<file path="config.mk">
export PLATFORM = sky130hd
export DESIGN_NAME = ysyx_210544_clint_multi
export DESIGN_NICKNAME = d
export VERILOG_FILES = /design/src/rtl/ysyx_210544_clint_multi.sv
export SDC_FILE = /design/constraint.sdc
export NUM_CORES = 1
export LEC_CHECK = 0
export CAP_MARGIN = 10
export CELL_PAD_IN_SITES_DETAIL_PLACEMENT = 1
export CELL_PAD_IN_SITES_GLOBAL_PLACEMENT = 1
export CORE_MARGIN = 3
export CORE_UTILIZATION = 45
export DETAILED_ROUTE_END_ITERATION = 7
export PLACE_DENSITY = 0.84
export RECOVER_POWER = 100
export REMOVE_ABC_BUFFERS = 1
export SLEW_MARGIN = 25
export SYNTH_ARGS = -nofsm -noshare
export SYNTH_HDL_FRONTEND = slang
export SYNTH_SLANG_ARGS = --single-unit
export TNS_END_PERCENT = 1
</file>
<file path="constraint.sdc">
create_clock -name clk -period 5.36 [get_ports clk]
set_clock_uncertainty 0.15 [all_clocks]
set_input_delay 1.072 -clock clk [delete_from_list [all_inputs] [get_ports clk]]
set_output_delay 1.072 -clock clk [all_outputs]
set_load 0.01 [all_outputs]
</file>
<file path="src/rtl/ysyx_210544_clint_multi.sv">
// Multi-hart CLINT: a prescaled 64-bit mtime shared by all harts, plus per-hart mtimecmp and msip.
// Define YSYX_210544_CLINT_MSIP_EN to implement msip storage; otherwise msip reads 0 and o_msip is tied low.
module ysyx_210544_clint_multi #(
    parameter int NHART    = 2,
    parameter int TICK_DIV = 1
) (
    input  logic             clk,
    input  logic             rst,
    input  logic [15:0]      i_addr,
    input  logic             i_ren,
    output logic [63:0]      o_rdata,
    output logic             o_rvalid,
    input  logic             i_wen,
    input  logic [63:0]      i_wdata,
    input  logic [7:0]       i_wstrb,
    output logic [NHART-1:0] o_mtip,
    output logic [NHART-1:0] o_msip
);

    localparam int            PW            = (TICK_DIV > 1) ? $clog2(TICK_DIV) : 1;
    localparam logic [PW-1:0] PRE_LAST      = PW'(TICK_DIV - 1);
    localparam logic [12:0]   MTIMECMP_BASE = 13'h0800;
    localparam logic [12:0]   MTIME_WORD    = 13'h17FF;

    typedef enum logic [1:0] {
        REG_NONE,
        REG_MSIP,
        REG_MTIMECMP,
        REG_MTIME
    } reg_kind_e;

    logic [12:0]   word;
    logic          addr_unused;
    reg_kind_e     kind;
    logic [3:0]    hart;

    logic [PW-1:0] prescale;
    logic [63:0]   mtime;
    logic [63:0]   mtimecmp [NHART];
    logic [63:0]   rd_data;
    logic [63:0]   rdata_q;
    logic          rvalid_q;
    logic          wr_mtime;
    logic          wr_cmp;

    // Registers are 64-bit aligned, so the low three address bits never select anything.
    assign word        = i_addr[15:3];
    assign addr_unused = ^i_addr[2:0];

    function automatic logic [63:0] merge_bytes(input logic [63:0] old_val,
                                                input logic [63:0] new_val,
                                                input logic [7:0]  strb);
        logic [63:0] res;
        res = old_val;
        for (int k = 0; k < 8; k++) begin
            if (strb[k]) res[8*k +: 8] = new_val[8*k +: 8];
        end
        return res;
    endfunction

    // NOTE: every always_comb output gets a default first so no path can infer a latch.
    always_comb begin
        kind = REG_NONE;
        hart = '0;
        if (word == MTIME_WORD) begin
            kind = REG_MTIME;
        end else if (word >= MTIMECMP_BASE && word < MTIMECMP_BASE + 13'(NHART)) begin
            kind = REG_MTIMECMP;
            hart = 4'(word - MTIMECMP_BASE);
        end else if (word < 13'(NHART)) begin
            kind = REG_MSIP;
            hart = word[3:0];
        end
    end

    assign wr_mtime = i_wen && (kind == REG_MTIME);
    assign wr_cmp   = i_wen && (kind == REG_MTIMECMP);

    // A software write to mtime wins over the tick and restarts the prescaler.
    // NOTE: sequential state uses non-blocking assignments so all flops update from pre-edge values.
    always_ff @(posedge clk) begin
        if (rst) begin
            mtime    <= '0;
            prescale <= '0;
        end else if (wr_mtime) begin
            mtime    <= merge_bytes(mtime, i_wdata, i_wstrb);
            prescale <= '0;
        end else if (prescale == PRE_LAST) begin
            mtime    <= mtime + 64'd1;
            prescale <= '0;
        end else begin
            prescale <= prescale + PW'(1);
        end
    end

    // NOTE: mtimecmp is a small register array, not a RAM, so each entry is reset explicitly.
    always_ff @(posedge clk) begin
        for (int h = 0; h < NHART; h++) begin
            if (rst) begin
                mtimecmp[h] <= '1;
            end else if (wr_cmp && hart == 4'(h)) begin
                mtimecmp[h] <= merge_bytes(mtimecmp[h], i_wdata, i_wstrb);
            end
        end
    end

    for (genvar h = 0; h < NHART; h++) begin : g_mtip
        assign o_mtip[h] = (mtime >= mtimecmp[h]);
    end

`ifdef YSYX_210544_CLINT_MSIP_EN
    logic [NHART-1:0] msip;

    // Only bit 0 exists, so only byte lane 0 can change it.
    always_ff @(posedge clk) begin
        for (int h = 0; h < NHART; h++) begin
            if (rst) begin
                msip[h] <= 1'b0;
            end else if (i_wen && kind == REG_MSIP && hart == 4'(h) && i_wstrb[0]) begin
                msip[h] <= i_wdata[0];
            end
        end
    end

    assign o_msip = msip;
`else
    assign o_msip = '0;
`endif

    always_comb begin
        rd_data = '0;
        case (kind)
            REG_MTIME: rd_data = mtime;
            REG_MTIMECMP: begin
                for (int h = 0; h < NHART; h++) begin
                    if (hart == 4'(h)) rd_data = mtimecmp[h];
                end
            end
            REG_MSIP: begin
`ifdef YSYX_210544_CLINT_MSIP_EN
                for (int h = 0; h < NHART; h++) begin
                    if (hart == 4'(h)) rd_data = {63'd0, msip[h]};
                end
`endif
            end
            default: rd_data = '0;
        endcase
    end

    // Read data is captured before this cycle's write lands, giving pre-write values on a same-cycle access.
    always_ff @(posedge clk) begin
        if (rst) begin
            rvalid_q <= 1'b0;
            rdata_q  <= '0;
        end else begin
            rvalid_q <= i_ren;
            rdata_q  <= i_ren ? rd_data : '0;
        end
    end

    // A reset arriving while a read response is due drops that response.
    assign o_rvalid = rvalid_q & ~rst;
    assign o_rdata  = (rvalid_q && !rst) ? rdata_q : '0;

endmodule

</file>
# Word level (Yosys, flattened, before mapping)

Memory sizes are Yosys's and may differ from the RTL's.
Index checks and enable logic that the tools add are counted.

Memory bits (writable): 128
Memories: 1
Input port bits: 92
Register bits after elaboration: 130
Output and inout bits: 69
Logic and storage cells: 135

Memory list:

| name     | depth | width | rd ports | clocked after Yosys merged registers in | wr ports | RTL line | source |
|---|---|---|---|---|---|---|---|
| mtimecmp | 2     | 64    | 2        | 0                                       | 2        | 39       | `logic [63:0] mtimecmp [NHART];` |

Mux-type cells: 78
Equality and inequality tests: 13
Bitwise logic cells: 6
Add/subtract/negate cells: 3
$lt $le $gt $ge: 5
Reductions and logical operators: 18

Operators by type and width:

| kind                                                                                  | count |
|---|---|
| 64-bit two-way mux                                                                    | 7 |
| 8-bit two-way mux                                                                     | 56 |
| 64-bit greater-or-equal comparator                                                    | 2 |
| 64-bit case mux with 2 select lines                                                   | 1 |
| 64-bit by 1-bit adder with 64-bit output, second input constant                       | 1 |
| 2-bit != test, second input constant                                                  | 8 |
| 2-bit AND reduction                                                                   | 8 |
| 13-bit == test, second input constant                                                 | 1 |
| 13-bit by 12-bit greater-or-equal comparator with 1-bit output, second input constant | 1 |
| 13-bit by 12-bit < comparator with 1-bit output, second input constant                | 1 |
| 13-bit by 2-bit < comparator with 1-bit output, second input constant                 | 1 |
| 4-bit two-way mux                                                                     | 3 |
| 1-bit two-way mux                                                                     | 9 |
| 1-bit logical AND                                                                     | 6 |
| 2-bit == test, second input constant                                                  | 2 |
| 4-bit by 1-bit == test with 1-bit output, second input constant                       | 1 |
| 4-bit zero test                                                                       | 1 |
| 2-bit two-way mux                                                                     | 2 |
| 4-bit by 1-bit subtractor with 4-bit output, second input constant                    | 1 |
| 1-bit NOT                                                                             | 3 |
| 3-bit OR reduction                                                                    | 1 |
| 2-bit by 1-bit != test with 1-bit output, second input constant                       | 1 |
| 1-bit bitwise OR                                                                      | 2 |
| 2-bit OR reduction                                                                    | 1 |
| other kinds (3)                                                                       | 3 |

# Logic depth before layout (Yosys ltp)

Gate-level depths: netlist of the first run.

Depth after elaboration: 11
Depth in mapped cells: 8
Mapped depth without buffers: 8

# Worst setup path after synthesis of the first run

Ideal clock, no wire load.

Kind: input to register
Start point: in i_addr[15]
End point: mem mtimecmp[1][0] (enable)
Data arrival time: 2730 ps
Buffers on the path: 1
Path slack: 2151 ps
Stages on the path: 7
Data required time: 4881 ps
Setup time: 329 ps
Cell sequence: nor4_1 and4b_1 nand2_1 nor4b_2 clkbuf_1 nand2_1 nand2_1

RTL lines:

| element         | RTL line | source |
|---|---|---|
| start, declared | 9        | `input logic [15:0] i_addr,` |
| end, declared   | 39       |  |

==> results of run 1 <==
[logic make-up (layout without fill, tap and decap cells)]
logic type                 count (synthesis)  in the layout  share of synthesized area
and+or+nand+nor                          673            673                      0.237
AOI/OAI and AO/OA                        305            305                      0.138
DFF                                      258            258                      0.416
buffers and inverters                    221            384                     0.0559
adders and majority gates                129            129                      0.104
muxes                                     74             74                     0.0482
other                                      1              3                   0.000242
[stage by stage]
step                      setup TNS, ns  instance area [µm²]  hold WS [ns]
final                                 0                18400         0.422
after CTS                             0                18500         0.426
after floorplan                 -775.45                15100         0.333
after detailed placement              0                17600         0.421
after global routing                  0                18400         0.466
after global placement                0                17600         0.393
[report_power, final]
group | total [mW] | internal [mW] | switching (mW)
Sequential | 2.15 | 2.12 | 0.0356
Combinational | 0.310 | 0.139 | 0.171
Clock | 1.96 | 1.12 | 0.841
[metal layers]
metal  vias up  track usage
met1      6783        0.358
met2       455        0.460
met4         2       0.0988
li1       6286            -
met5         -            0
met3       119       0.0343
[cells in the mapped netlist (5+ instances only)]
cell,number,share of area
a2111oi_0,5,0.0028
a211oi_1,25,0.012
a21o_1,5,0.0024
a21oi_1,71,0.023
a221oi_1,6,0.0034
a2bb2oi_1,64,0.036
a311oi_1,15,0.0085
a31oi_1,12,0.0048
and2_1,74,0.030
and3_1,18,0.0073
and4_1,10,0.0057
buf_2,14,0.0045
clkbuf_1,65,0.016
dfxtp_1,130,0.17
edfxtp_1,128,0.25
ha_1,129,0.10
inv_1,134,0.032
mux2i_1,70,0.045
nand2_1,99,0.024
nand2b_1,131,0.053
nand3_1,43,0.014
nand4_1,44,0.018
nor2_1,142,0.034
nor2b_1,8,0.0032
nor3_1,37,0.012
nor4_1,22,0.0089
o2111ai_1,7,0.0040
o211ai_1,8,0.0039
o21ai_0,50,0.016
o221ai_1,9,0.0051
o311ai_0,5,0.0028
or3_1,6,0.0024
[how the worst max path moves through the flow]
stage | from | end | slack (ns) | depth (start not counted)
after global routing | mtimecmp[1][43]$_SDFFCE_PN1P_ | o_mtip[1] | 0.04 | 9
final | mtimecmp[1][43]$_SDFFCE_PN1P_ | o_mtip[1] | 0.28 | 9
after floorplan | i_addr[6] | mtimecmp[0][0]$_SDFFCE_PN1P_ | -4.23 | 6
after CTS | mtimecmp[1][43]$_SDFFCE_PN1P_ | o_mtip[1] | 0.15 | 9
after detailed placement | mtimecmp[1][43]$_SDFFCE_PN1P_ | o_mtip[1] | 0.81 | 9
after global placement | mtimecmp[1][43]$_SDFFCE_PN1P_ | o_mtip[1] | 0.93 | 9
[sequential cells by signal (all words and copies together) (netlist names)]
register	cells
rdata_q	64
prescale	1
rvalid_q	1
mtime	64
mtimecmp	128
[worst max-delay path, stage by stage, from the launching register on]
cell,delay [ns]
edfxtp_1,0.36
inv_1,0.06
ha_1,0.32
nand4_1,0.22
nor4_1,0.48
nand2_1,0.24
a2111oi_1,0.53
nor3_1,0.14
o21ai_0,0.33
clkdlybuf4s50_1,0.61
[final cells by class]
type | count | share of cell area
Multi-Input combinational cell | 1184 | 0.443
Clock buffer | 44 | 0.0454
Timing Repair Buffer | 193 | 0.0978
Inverter | 135 | 0.0276
Tap cell | 448 | 0.0305
Sequential cell | 258 | 0.351
Clock inverter | 12 | 0.00490
[timing repair]
action,in CTS,in global routing
gates resized for setup,0,1
buffers inserted,0,0
hold endpoints to repair,0,0
endpoints found under the setup margin,0,1
==> results.md, run 1 <==
* HP Class: register to register
* Worst slew pin tran at 2.47 ns
* Top_reg_cell synth: dfxtp_1
* Failing checks: max-capacitance violations, max-slew violations
* Vias in the first global route at 14399
* Final setup margin at 0.279 ns
* Vias at 13645
* Endpoints failing setup at 0
* Place WS at 0.812 ns
* Gate Count Post-Synth at 1661
* Peak VDD IR at 0.000225 V
* Area of the multi-input gates at 8150 µm²
* Clock slew at reported path FFs at 0.06 ns
* Lkg Pwr at 7.61 nW
* Max_slew headroom at -0.647
* Critical Path Sink Type: output pin
* Fin crit period at 5.08 ns
* CP required at 4.14 ns
* FFs w/ async S/R, synth at 0
* Initial Utilization at 0.459
* # clock sinks at 258
* Cell Pwr Density at 241 nW/µm²
* First-pass GRT wire length at 79.0 mm
* Register area share after synthesis at 0.416
* Hold Path Depth at 2
* RSZ-0062 raised after global routing: false
* Commonest non-fill, non-tap cell in the layout: nor2_1
* Number of synthesized flops with an enable pin at 128
* Final Hold Vio Count at 0
* R2R Path End: mtime[54]$_SDFFE_PP0P_
* WL per Instance at 22.0 µm
* IO Pins at 161
* # fillers at 3902
* Largest net degree at the start of global routing at 66
* Hold endpoint: mtime[39]$_SDFFE_PP0P_
* Max layer used: met5
* Arr. time, crit path at 3.86 ns
* Total grt overflow at 0
* Reg2reg start: mtime[27]$_SDFFE_PP0P_
* Tot Pwr at 4.43 mW
* Worst Reg-to-Reg Cells at 6
* Port Buffers at 155
* Root Buffer: clkbuf_16
* Std-Cell Rows at 67
* Status: complete, but fails checks
* WL met3 at 2.97 mm
* GP Congestion at 0.923
* Peak Freq at 197 MHz
* Yosys cell types at 73
* Fin nets at 2023
* Most frequent cells in the layout: nor2_1, inv_1, nand2b_1
* Antenna cells at 0
* Utilization after layout at 0.546
* FF+latch count, synth at 258
* DRT iter0 DRCs at 965
* H-tree levels at 1
* Final WL at 50.0 mm
* Hold-fix buffers at CTS at 0
* Post-route clock period utilization at 0.948
* R2r setup slk at 1.55 ns
* Chip width at 191 µm
* Met2 wire length at 23.9 mm
* Placed Instances at 2218
* Mean Syn Cell Area at 9.32 µm²
* Critical path launch point type: register
* M1 WL at 21.5 mm
* DP HPWL at 36.2 mm
* Area occupied by registers at 6450 µm²
* Critical-path maximum fanout at 3
* Core area at 33700 µm²
* CTS tree: built
* CTS Buf Count at 30
* Max Transition Viols Final at 121
* Syn Std Cell Area at 15500 µm²
* Clk buf depth at 3
* DRC viols at 0
* Crit Path Category: register to output pin
* Worst skew pair latency at 0.56 ns
* Synth Warn # at 0
* Min-delay src: mtime[39]$_SDFFE_PP0P_
* Initial antenna violation count at 1
* Max cap viols at 4
* Post-route antenna net violation count at 0
* Layout cells sized above 1 at 0.0493
* Die H at 191 µm
* Total Die Area at 36700 µm²
* Fin cells at 2274
* DR pass1 iterations at 7
* Via density per instance at 6.00
* GRT Util Overall at 0.272
* Syn-to-layout area delta at 18.8%
Note: power is estimated with default switching activity, not from simulation.
==> run 2, diff against run 1 <==
- CELL_PAD_IN_SITES_DETAIL_PLACEMENT: 1 -> default
- CELL_PAD_IN_SITES_GLOBAL_PLACEMENT: 1 -> default
- PLACE_DENSITY: 0.84 -> 0.68
==> run 2 against run 1 <==
The flow still finishes with violations (max-capacitance violations, max-slew violations). Sequential power about the same. Sequential share of layout area decreased by 0.21 points. Wire length fell by 11%. Global-route usage decreased by 3.0 points. Fmax down 0.82%. Via count down 4.1%. Highest routed layer unchanged.
==> results.md, run 2 (synthesized netlist as in run 1, its figures left out) <==
* Status: complete, but fails checks
* Failing checks: max-capacitance violations, max-slew violations
* Worst path buffer plus inverter count at 2
* Worst Reg-to-Reg Cells at 6
* Cell Pwr Density at 245 nW/µm²
* CTS Buf Count at 30
* DP HPWL at 32.7 mm
* RSZ-0062 raised after global routing: false
* Post-route clock period utilization at 0.956
* CP required at 4.14 ns
* Post-route antenna net violation count at 0
* Critical Path Stages at 9
* Min-delay src: mtime[17]$_SDFFE_PP0P_
* Final setup margin at 0.237 ns
* Lkg Pwr at 7.73 nW
* IO Pins at 161
* Core area at 33700 µm²
* Chip width at 191 µm
* Antenna cells at 0
* GRT Util Overall at 0.242
* WL met3 at 2.86 mm
* Crit Path Category: register to output pin
* Crit-path max cell delay at 0.70 ns
* Total grt overflow at 0
* Met2 wire length at 19.8 mm
* H-tree levels at 1
* Initial antenna violation count at 1
* Max stage delay cell, worst path: a221oi_1
* DRC viols at 0
* Reg2reg start: mtime[26]$_SDFFE_PP0P_
* Root Buffer: clkbuf_16
* WL per Instance at 19.7 µm
* HP Class: register to register
* Vias in the first global route at 12864
* Fin crit period at 5.12 ns
* Max Transition Viols Final at 63
* Max reg flops at 128
* DRT iter0 DRCs at 946
* Commonest non-fill, non-tap cell in the layout: nor2_1
* Most frequent cells in the layout: nor2_1, inv_1, nand2b_1
* Hold-fix buffers at CTS at 0
* Critical Path Source: mtime[51]$_SDFFE_PP0P_
* Area of the multi-input gates at 8160 µm²
* Peak Freq at 195 MHz
* Post-CTS Setup Bufs at 0
* Vias at 13081
* Clock slew at reported path FFs at 0.06 ns
* Endpoints failing setup at 0
* M1 WL at 20.8 mm
* Std-Cell Rows at 67
* Max layer used: met5
* Initial Utilization at 0.459
* Critical-path maximum fanout at 9
* Placement Cell Area at 17600 µm²
* Port Buffers at 155
* Via density per instance at 5.75
* R2R Path End: mtime[42]$_SDFFE_PP0P_
* Top Registers: mtimecmp: 128 flops, mtime: 64 flops, rdata_q: 64 flops
* Total Die Area at 36700 µm²
* Clk buf depth at 3
* Worst skew pair latency at 0.56 ns
* Final Hold Vio Count at 0
* Worst slew pin tran at 1.91 ns
* Utilization after layout at 0.549
* Top Family by Delay on Critical Path: compound AO/OA/AOI/OAI gates
* Max cap viols at 2
* Critical Path Sink: o_mtip[1]
* Fin nets at 2024
* Arr. time, crit path at 3.90 ns
* Cells along the critical path: buf_4, ha_1, a21oi_1, o21ai_0, a221oi_1, nand4_1, nor3_1, o21ai_0, dlygate4sd3_1
* Die H at 191 µm
* Area occupied by registers at 6450 µm²
* DR pass1 iterations at 5
* Finished Cell Area at 18500 µm²
* # fillers at 3043
* Layout cells sized above 1 at 0.0580
* Critical path launch point type: register
* Largest net degree at the start of global routing at 66
* First-pass GRT wire length at 70.5 mm
* GP Congestion at 0.879
* Critical Path Sink Type: output pin
* Max_slew headroom at -0.274
* Syn-to-layout area delta at 19.5%
* Final WL at 44.7 mm
* Largest Register: mtimecmp
* R2r setup slk at 2.18 ns
* Peak VDD IR at 0.000232 V
* CTS tree: built
* CTS resizes at 0
* # clock sinks at 258
* Most used cell, CP: o21ai_0
* Place WS at 0.869 ns
==> run 2: cell types whose count changed in the layout (fill, tap and decap cells not counted), moves of 4 or more <==
cell,change
clkbuf_1,-12
clkdlybuf4s50_1,-10
dlygate4sd3_1,+10
and2_0,-9
and2_1,+9
buf_4,+6
clkbuf_8,+4
==> run 2: area by class of cell <==
| cell class | instances | area share |
|---|---|---|
| Clock buffer | 42 | 0.0480 |
| Multi-Input combinational cell | 1184 | 0.441 |
| Timing Repair Buffer | 194 | 0.0978 |
| Inverter | 135 | 0.0274 |
| Sequential cell | 258 | 0.348 |
| Clock inverter | 14 | 0.00676 |
| Tap cell | 448 | 0.0303 |
==> run 2: worst min-delay path, stage by stage, from the launching register on <==
cell and delay (ns):
dfxtp_1 0.39, nand2_1 0.09, a21oi_1 0.05
==> run 2: how the worst min path moves through the flow <==
stage	endpoint	slack, ns	cells past startpoint
floorplan	mtime[39]$_SDFFE_PP0P_	0.33	2
finish	mtime[17]$_SDFFE_PP0P_	0.43	2
detailed placement	mtime[17]$_SDFFE_PP0P_	0.42	2
global route	mtime[22]$_SDFFE_PP0P_	0.46	2
global placement	mtime[17]$_SDFFE_PP0P_	0.42	2
CTS	mtime[17]$_SDFFE_PP0P_	0.43	2
==> run 2: metal layers <==
layer	up-vias	global-route usage
met3	85	0.0367
li1	6287	-
met5	-	0
met4	2	0.0739
met1	6271	0.338
met2	436	0.388
==> run 2: where the power goes <==
part | internal [mW] | switching, mW
combinational | 0.137 | 0.161
sequential | 2.12 | 0.0333
clock | 1.25 | 0.827
total | 3.50 | 1.02
==> run 2: through the flow <==
step                      setup TNS, ns  power [mW]  hold WS [ns]  cells
after floorplan                 -775.45        2.33         0.333   1577
after global placement                0        2.48         0.421   2219
after detailed placement              0        2.49         0.422   2219
after CTS                             0        4.56         0.428   2275
after global routing                  0        4.67         0.464   2275
final                                 0        4.52         0.431   2275
